[src/rtl/fetch_stage_pkg.sv]
// Shared pipeline constants and the IF/ID record for the fetch stage.
// No logic or latency; the stall rule that holds IF/ID lives in if_id_reg.
package fetch_stage_pkg;

  localparam int          XLEN         = 32;
  localparam int          INSTR_W      = 32;
  localparam logic [31:0] NOP_INSTR_DEF = 32'h0000_0013;
  localparam logic [31:0] RESET_PC_DEF  = 32'h0000_0000;

  typedef struct packed {
    logic [XLEN-1:0]    pc;
    logic [XLEN-1:0]    pc4;
    logic [INSTR_W-1:0] instr;
    logic               valid;
  } if_id_t;

  function automatic if_id_t if_id_bubble(input logic [INSTR_W-1:0] nop);
    if_id_t b;
    b.pc    = '0;
    b.pc4   = '0;
    b.instr = nop;
    b.valid = 1'b0;
    return b;
  endfunction

endpackage

[src/rtl/fetch_stage_if.sv]
// Instruction-memory port plus the IF/ID outputs of the fetch stage.
// Pure wiring; the master side is the fetch stage, the slave side is memory/decode.
interface fetch_stage_if;
  import fetch_stage_pkg::*;

  logic [XLEN-1:0]    imem_addr;
  logic [INSTR_W-1:0] imem_rdata;
  logic [XLEN-1:0]    IF_ID_pc;
  logic [XLEN-1:0]    IF_ID_pc4;
  logic [INSTR_W-1:0] IF_ID_instr;
  logic               IF_ID_valid;

  modport master (
    output imem_addr,
    input  imem_rdata,
    output IF_ID_pc,
    output IF_ID_pc4,
    output IF_ID_instr,
    output IF_ID_valid
  );

  modport slave (
    input  imem_addr,
    output imem_rdata,
    input  IF_ID_pc,
    input  IF_ID_pc4,
    input  IF_ID_instr,
    input  IF_ID_valid
  );

endinterface

[src/rtl/fetch_stage_if_id_reg.sv]
// IF/ID pipeline register: one-cycle capture, flush beats stall, stall holds all fields.
// Reset and flush both load a bubble (NOP, pc/pc4 zero, valid low).
module if_id_reg
  import fetch_stage_pkg::*;
#(
  parameter logic [31:0] NOP_INSTR = NOP_INSTR_DEF
) (
  input  logic   clk,
  input  logic   reset,
  input  logic   flush,
  input  logic   stall,
  input  if_id_t cap_dat,
  output if_id_t if_id_dat
);

  if_id_t if_id_d;
  if_id_t if_id_q;

  always_comb begin
    if_id_d = if_id_q;
    if (flush) begin
      if_id_d = if_id_bubble(NOP_INSTR);
    end else if (!stall) begin
      if_id_d = cap_dat;
    end
  end

  always_ff @(posedge clk) begin
    if (reset) begin
      if_id_q <= if_id_bubble(NOP_INSTR);
    end else begin
      if_id_q <= if_id_d;
    end
  end

  assign if_id_dat = if_id_q;

endmodule

[src/rtl/fetch_stage.sv]
// Fetch stage: PC register, next-PC mux, flush counter and misaligned flag; IF/ID one cycle behind.
// A redirect always wins over stall so a taken branch is never dropped while frozen.
module fetch_stage
  import fetch_stage_pkg::*;
#(
  parameter logic [31:0] RESET_PC  = RESET_PC_DEF,
  parameter logic [31:0] NOP_INSTR = NOP_INSTR_DEF
) (
  input  logic                 clk,
  input  logic                 reset,
  input  logic                 PCSrc,
  input  logic [31:0]          branch_target,
  input  logic                 IF_ID_Flush,
  input  logic                 stall,
  fetch_stage_if.master        bus,
  output logic [15:0]          flush_count,
  output logic                 misaligned
);

  logic [31:0] pc_d, pc_q;
  logic [31:0] pc_plus4;
  logic [15:0] flush_count_d, flush_count_q;
  logic        misaligned_d, misaligned_q;
  if_id_t      cap_dat;
  if_id_t      if_id_dat;

  assign pc_plus4 = pc_q + 32'd4;

  always_comb begin
    pc_d = pc_plus4;
    if (PCSrc) begin
      pc_d = {branch_target[31:2], 2'b00};
    end else if (stall) begin
      pc_d = pc_q;
    end

    flush_count_d = flush_count_q;
    if (IF_ID_Flush && (flush_count_q != 16'hFFFF)) begin
      flush_count_d = flush_count_q + 16'd1;
    end

    // Sticky until reset: software inspects it after the fact.
    misaligned_d = misaligned_q | (PCSrc & (branch_target[1:0] != 2'b00));
  end

  always_ff @(posedge clk) begin
    if (reset) begin
      pc_q          <= RESET_PC;
      flush_count_q <= 16'd0;
      misaligned_q  <= 1'b0;
    end else begin
      pc_q          <= pc_d;
      flush_count_q <= flush_count_d;
      misaligned_q  <= misaligned_d;
    end
  end

  always_comb begin
    cap_dat.pc    = pc_q;
    cap_dat.pc4   = pc_plus4;
    cap_dat.instr = bus.imem_rdata;
    cap_dat.valid = 1'b1;
  end

  if_id_reg #(.NOP_INSTR(NOP_INSTR)) u_if_id_reg (
    .clk       (clk),
    .reset     (reset),
    .flush     (IF_ID_Flush),
    .stall     (stall),
    .cap_dat   (cap_dat),
    .if_id_dat (if_id_dat)
  );

  assign bus.imem_addr   = pc_q;
  assign bus.IF_ID_pc    = if_id_dat.pc;
  assign bus.IF_ID_pc4   = if_id_dat.pc4;
  assign bus.IF_ID_instr = if_id_dat.instr;
  assign bus.IF_ID_valid = if_id_dat.valid;
  assign flush_count     = flush_count_q;
  assign misaligned      = misaligned_q;

endmodule

[src/flat_wrapper.sv]
// flat-port wrapper written by rule: the top's interface ports become plain ports
module fetch_stage_flat import fetch_stage_pkg::*;
#(
  parameter logic [31:0] RESET_PC  = RESET_PC_DEF,
  parameter logic [31:0] NOP_INSTR = NOP_INSTR_DEF
)
  (clk, reset, PCSrc, branch_target, IF_ID_Flush, stall, flush_count, misaligned, bus_imem_addr, bus_imem_rdata, bus_IF_ID_pc, bus_IF_ID_pc4, bus_IF_ID_instr, bus_IF_ID_valid);
  fetch_stage_if bus_i ();
  input  logic clk;
  input  logic reset;
  input  logic PCSrc;
  input  logic [31:0] branch_target;
  input  logic IF_ID_Flush;
  input  logic stall;
  output logic [15:0] flush_count;
  output logic misaligned;
  output wire logic [$bits(bus_i.imem_addr)-1:0] bus_imem_addr;
  input wire logic [$bits(bus_i.imem_rdata)-1:0] bus_imem_rdata;
  output wire logic [$bits(bus_i.IF_ID_pc)-1:0] bus_IF_ID_pc;
  output wire logic [$bits(bus_i.IF_ID_pc4)-1:0] bus_IF_ID_pc4;
  output wire logic [$bits(bus_i.IF_ID_instr)-1:0] bus_IF_ID_instr;
  output wire logic [$bits(bus_i.IF_ID_valid)-1:0] bus_IF_ID_valid;
  assign bus_imem_addr = bus_i.imem_addr;
  assign bus_i.imem_rdata = bus_imem_rdata;
  assign bus_IF_ID_pc = bus_i.IF_ID_pc;
  assign bus_IF_ID_pc4 = bus_i.IF_ID_pc4;
  assign bus_IF_ID_instr = bus_i.IF_ID_instr;
  assign bus_IF_ID_valid = bus_i.IF_ID_valid;
  fetch_stage #(.RESET_PC(RESET_PC), .NOP_INSTR(NOP_INSTR)) u_core (.clk(clk), .reset(reset), .PCSrc(PCSrc), .branch_target(branch_target), .IF_ID_Flush(IF_ID_Flush), .stall(stall), .bus(bus_i), .flush_count(flush_count), .misaligned(misaligned));
endmodule
[config.mk]
export PLATFORM = sky130hd
export DESIGN_NAME = fetch_stage_flat
export DESIGN_NICKNAME = d
export VERILOG_FILES = /design/src/rtl/fetch_stage_pkg.sv /design/src/rtl/fetch_stage_if.sv /design/src/rtl/fetch_stage_if_id_reg.sv /design/src/rtl/fetch_stage.sv /design/src/flat_wrapper.sv
export SDC_FILE = /design/constraint.sdc
export NUM_CORES = 1
export LEC_CHECK = 0
export BUFFER_PORTS_ARGS = -buffer_cell sky130_fd_sc_hd__buf_2
export CAP_MARGIN = 5
export CORE_UTILIZATION = 45
export CTS_CLUSTER_DIAMETER = 40
export DETAILED_ROUTE_END_ITERATION = 12
export GPL_TIMING_DRIVEN = 0
export HOLD_SLACK_MARGIN = 0.12
export PLACE_DENSITY = 0.79
export SYNTH_ARGS = -nofsm -noshare
export SYNTH_HDL_FRONTEND = slang
export SYNTH_HIERARCHICAL = 1
export SYNTH_SLANG_ARGS = --single-unit
[constraint.sdc]
create_clock -name clk -period 2.9 [get_ports clk]
set_input_delay 0.58 -clock clk [delete_from_list [all_inputs] [get_ports clk]]
set_output_delay 0.58 -clock clk [all_outputs]
set_load 0.01 [all_outputs]
; ---- Word level (Yosys, flattened, before mapping)
; Index checks and enable logic that the tools add are counted.
[classes]
n_addsub = 2
eq_ne = 2
muxes = 2
n_bitwise = 2
reduce_logical = 4
[ops]
columns = op, count
row1 = 32-bit 2-to-1 mux, 2
row2 = "32-bit by 3-bit adder with 32-bit output, second input constant", 1
row3 = "16-bit by 1-bit adder with 16-bit output, second input constant", 1
row4 = "16-bit inequality test, second input constant", 1
row5 = 2-bit OR reduction, 2
row6 = "2-bit inequality test, second input constant", 1
row7 = 2-bit nonzero test, 1
row8 = 1-bit bitwise AND, 1
row9 = 1-bit logical AND, 1
row10 = 1-bit bitwise OR, 1
[word_totals]
regBits = 146
out_inout_bits = 146

; ---- Logic depth before layout (Yosys ltp)
[logic_depth]
depth_word = 3
ltp_mapped = 9
ltp_nobuf = 7

; ---- By module
; The synthesis kept the hierarchy.
[by_module_without_submodules]
columns = mod, instances, cells_per_inst, area_each_um2, seq_area_each_um2
row1 = if_id_reg, 1, 315, 3478.3, 1941.9
row2 = fetch_stage, 1, 405, 3166.8, 940.9

; ---- Least setup slack after synthesis
; OpenSTA, ideal clock, no wires.
[synth_path]
kind = reg2reg
from = register u_core.pc_q[4] (netlist: u_core/bus.imem_addr[4])
to = register u_core.u_if_id_reg.if_id_q, in the netlist u_core/u_if_id_reg/if_id_dat[62]
setup_time_ns = 0.114
arrival_time_ns = 2.075
slack_ns = 0.711
stages_incl_launch_ff = 9
cell_sequence = dfxtp_1 nand4_2 or4_1 buf_2 buf_2 nor4_1 xor2_1 mux2i_1 nor2_1
[synth_via]
elab_chain_cells = 1
[synth_lines]
columns = item, line_no
row1 = start: declaration, fetch_stage.sv:20  ; logic [31:0] pc_d, pc_q;
row2 = start signal: assignment, fetch_stage.sv:52  ; pc_q <= pc_d;
row3 = 32-bit by 3-bit adder with 32-bit output, fetch_stage.sv:27  ; assign pc_plus4 = pc_q + 32'd4;
row4 = via u_core.pc_plus4[29], fetch_stage.sv:21  ; logic [31:0] pc_plus4;
row5 = end signal: assignment, fetch_stage_if_id_reg.sv:30  ; if_id_q <= if_id_bubble(NOP_INSTR);
row6 = end signal: assignment, fetch_stage_if_id_reg.sv:32  ; if_id_q <= if_id_d;
row7 = end: declaration, fetch_stage_if_id_reg.sv:17  ; if_id_t if_id_q;
; The timed path passes the listed nets, and every way through them passes these cells.
; A chain may end at the register's enable or synchronous reset.

; ---- Final worst setup path
[layout_path]
from = register u_core.pc_q[2] (netlist: u_core/bus.imem_addr[2])
to = register u_core.u_if_id_reg.if_id_q, in the netlist u_core/u_if_id_reg/if_id_dat[62]
; Same word-level chain as after synthesis.

==> impl_metrics.csv <==
group,metric,value,unit
run_status,outcome,"complete, no violations",
routing,post_drt_wl_per_cell,16.5,um
layout,fin_util,0.594,
placed_design,place.gp.congestion,0.910,
critical_path,critPathKind,"reg -> reg",
logic_synthesis,synth_area,6650,um^2
timing,tightest_slew,0.927,ns
timing,finalMaxSlewViolations,0,
timing,hold_violations,0,
logic_synthesis,syn_area_per_cell,9.23,um^2
routing,dr_total_vias,6232,
logic_synthesis,seq_area_frac_synth,0.434,
logic_synthesis,ys_warn_count,6,
critical_path,required,3.21,ns
critical_path,path_common_cell,"buf_2",
clock_tree,clockBufferDepth,2,
critical_path,critPathCaptureType,"register",
critical_path,cp_top_family,"simple AND/OR/NAND/NOR gates",
logic_synthesis,synth-seq-cells,144,
floorplanning,start_util,0.459,
clock_tree,htreeDepth,4,
timing,post-route-period-util,0.900,
global_routing,grt_max_degree,17,
critical_path,reg2reg_slack,0.29,ns
routing,dr.pass1.iters,5,
power_and_ir_drop,power.total,4.96,mW
placed_design,hpwl,13700,um
floorplanning,fp-row-count,44,
global_routing,gr-usage-all-layers,0.246,
logic_synthesis,synthTopCellsByCount,"dfxtp_1 (144), nor2_1 (125), mux2i_1 (99), clkbuf_1 (26), nand2_1 (21)",
power_and_ir_drop,p_int,3.76,mW
power_and_ir_drop,p_seq_frac,0.429,
floorplanning,fp.dieH,124,um
logic_synthesis,synthCells,720,
timing,clock-skew-final,0.00655,ns
critical_path,startpoint_type,"register",
critical_path,critPathMaxFanout,10,
power_and_ir_drop,power.leakage,3.96,nW
floorplanning,die_area,15300,um^2
routing,drc,0,
worst_hold_path,hold_class,"in -> reg",
routing,ant_nets,0,
power_and_ir_drop,irDropWorstVdd,0.000391,V
layout,final_nets,1027,
timing,rsz0062_at_grt,"no",
routing,viasPerCell,5.40,
logic_synthesis,yosys.area.top_type,"dfxtp_1",
clock_tree,clock_latency,0.42,ns
layout,drive_above_1_share,0.299,
clock_tree,ctsResizeCount,0,
global_routing,grt_pass1_wl,28300,um
logic_synthesis,synth_area_leaders,"dfxtp_1 (43%), mux2i_1 (15%), nor2_1 (7.1%), xor2_1 (2.5%), xnor2_1 (2.4%)",
clock_tree,cts_sinks,144,
power_and_ir_drop,pwr-share-comb,0.102,
floorplanning,core,14500,um^2
critical_path,max_stage_delay,0.58,ns
routing,drt_iter0_drc,380,
logic_synthesis,netlist.area_leader.share,0.434,
logic_synthesis,synth-main-ff-cell,"dfxtp_1",
power_and_ir_drop,p_per_area,577,nW/um^2
critical_path,path_cells,"nand4_2 -> or4_1 -> buf_2 -> buf_2 -> nor4_1 -> xor2_1 -> mux2i_1 -> nor2_1",
floorplanning,ios,215,
critical_path,cpMaxStageDelayCell,"or4_1",
logic_synthesis,yosysMostFrequentCell,"dfxtp_1",
global_routing,overflow,0,
global_routing,grt_pass1_vias,5447,
clock_tree,clkTransAtPathRegs,0.06,ns
clock_tree,cts_buffers,17,
critical_path,cp.buffers_inverters,2,
layout,syn_to_final_growth,29.3,%
timing,fmax,383,MHz
timing,setup_viol,0,
logic_synthesis,async_reset_ff_frac,0,
power_and_ir_drop,p_switching,1.20,mW
layout,design_area,8590,um^2
clock_tree,cts_setup_buffers,0,
power_and_ir_drop,p_sw_frac,0.241,
critical_path,critPathArrivalTime,2.92,ns
global_routing,antenna_found_initial,3,
timing,max_slew_margin,0.377,
placed_design,placed_area,7960,um^2
timing,fin_crit,2.61,ns
timing,fin_setup_tns,0,ns
timing,hold_slack,0.365,ns
power_and_ir_drop,pwr-share-clk,0.470,
clock_tree,ctsHoldBuffers,0,
logic_synthesis,synthDistinctLibCells,56,
run,max_cap_violations,0,
placed_design,io_buffers,212,
logic_synthesis,synth_edf_count,0,
clock_tree,cts_root_buf,"clkbuf_16",
floorplanning,fp.dieW,124,um
routing,drt_wl_total,19000,um
clock_tree,cts_tree,"done",
## flip-flops by register name (all words and copies together) (netlist names)
register                      flops
u_core/flush_count               16
u_core/misaligned                 1
u_core/bus.imem_addr             30
u_core/u_if_id_reg/if_id_dat     97
## final cells by class
type / count / area, um^2
multi-input combinational: 507 / 3400
clock buffer: 24 / 512
inverter: 19 / 73.8
sequential: 144 / 2880
clock inverter: 8 / 124
timing repair buffer: 212 / 1060
antenna: 1 / 2.50
tap: 184 / 230
buffer: 55 / 308
fill: 1323 / 5890
## metrics by stage
| step | std cells | setup slack, ns |
|---|---|---|
| 2_1_floorplan | 725 | 0.711 |
| 4_1_cts | 1153 | 0.285 |
| 6_report | 1154 | 0.289 |
| 5_1_grt | 1154 | 0.0916 |
| 3_3_place_gp | 1121 | 0.289 |
| 3_5_place_dp | 1121 | 0.299 |
## power by group through the flow
stage               clock network [mW]  logic [mW]  registers, mW
floorplan                            0       0.280           2.18
global placement                     0       0.493           2.17
detailed placement                   0       0.502           2.17
CTS                               2.37       0.505           2.13
global route                      2.44       0.551           2.14
finish                            2.33       0.505           2.13
## metal layers
metal  global-route usage  vias up  share of wire  wire length [um]
met5                    0        -              0                 0
met4                0.113        0          0.024               449
met3               0.0590       31          0.072              1380
met2                0.406      258           0.48              9190
met1                0.302     2922           0.42              8000
li1                     -     3021              -                 -
## cells in the final DEF (no fill, tap or decap), drive strengths merged, types with 19 or more instances in the layout
cell    Yosys  routed
buf        29     241
clkbuf     26      50
dfxtp     144     144
inv        19      20
mux2i      99      99
nand2      22      22
nand3      19      19
nor2      135     135
xor2       19      19
## path summary, 6_finish.rpt
kind,start,endpoint,depth (start not counted)
setup / recovery,u_core/bus.imem_addr[2],u_core/u_if_id_reg/if_id_dat[62],8
hold / removal,bus_imem_rdata[0],u_core/u_if_id_reg/if_id_dat[1],3
setup reg to reg,u_core/bus.imem_addr[2],u_core/u_if_id_reg/if_id_dat[62],8
hold reg to reg,u_core/misaligned,u_core/misaligned,2
## cell families after synthesis
kind of cell             count (synthesis)  share of synthesized area
flip-flops                             144                      0.434
AND/OR/NAND/NOR                        280                      0.214
AO/OA/AOI/OAI                           80                     0.0881
adder cells (fa/ha/maj)                  2                    0.00377
other                                    2                    0.00113
buffers and inverters                   74                     0.0574
multiplexers                           101                      0.153
XOR/XNOR                                37                     0.0488
## tightest hold or removal path: stages
cell	delay (ns)
buf_2	0.08
mux2i_1	0.05
nand2_1	0.05
(Power assumes the default switching activity.)
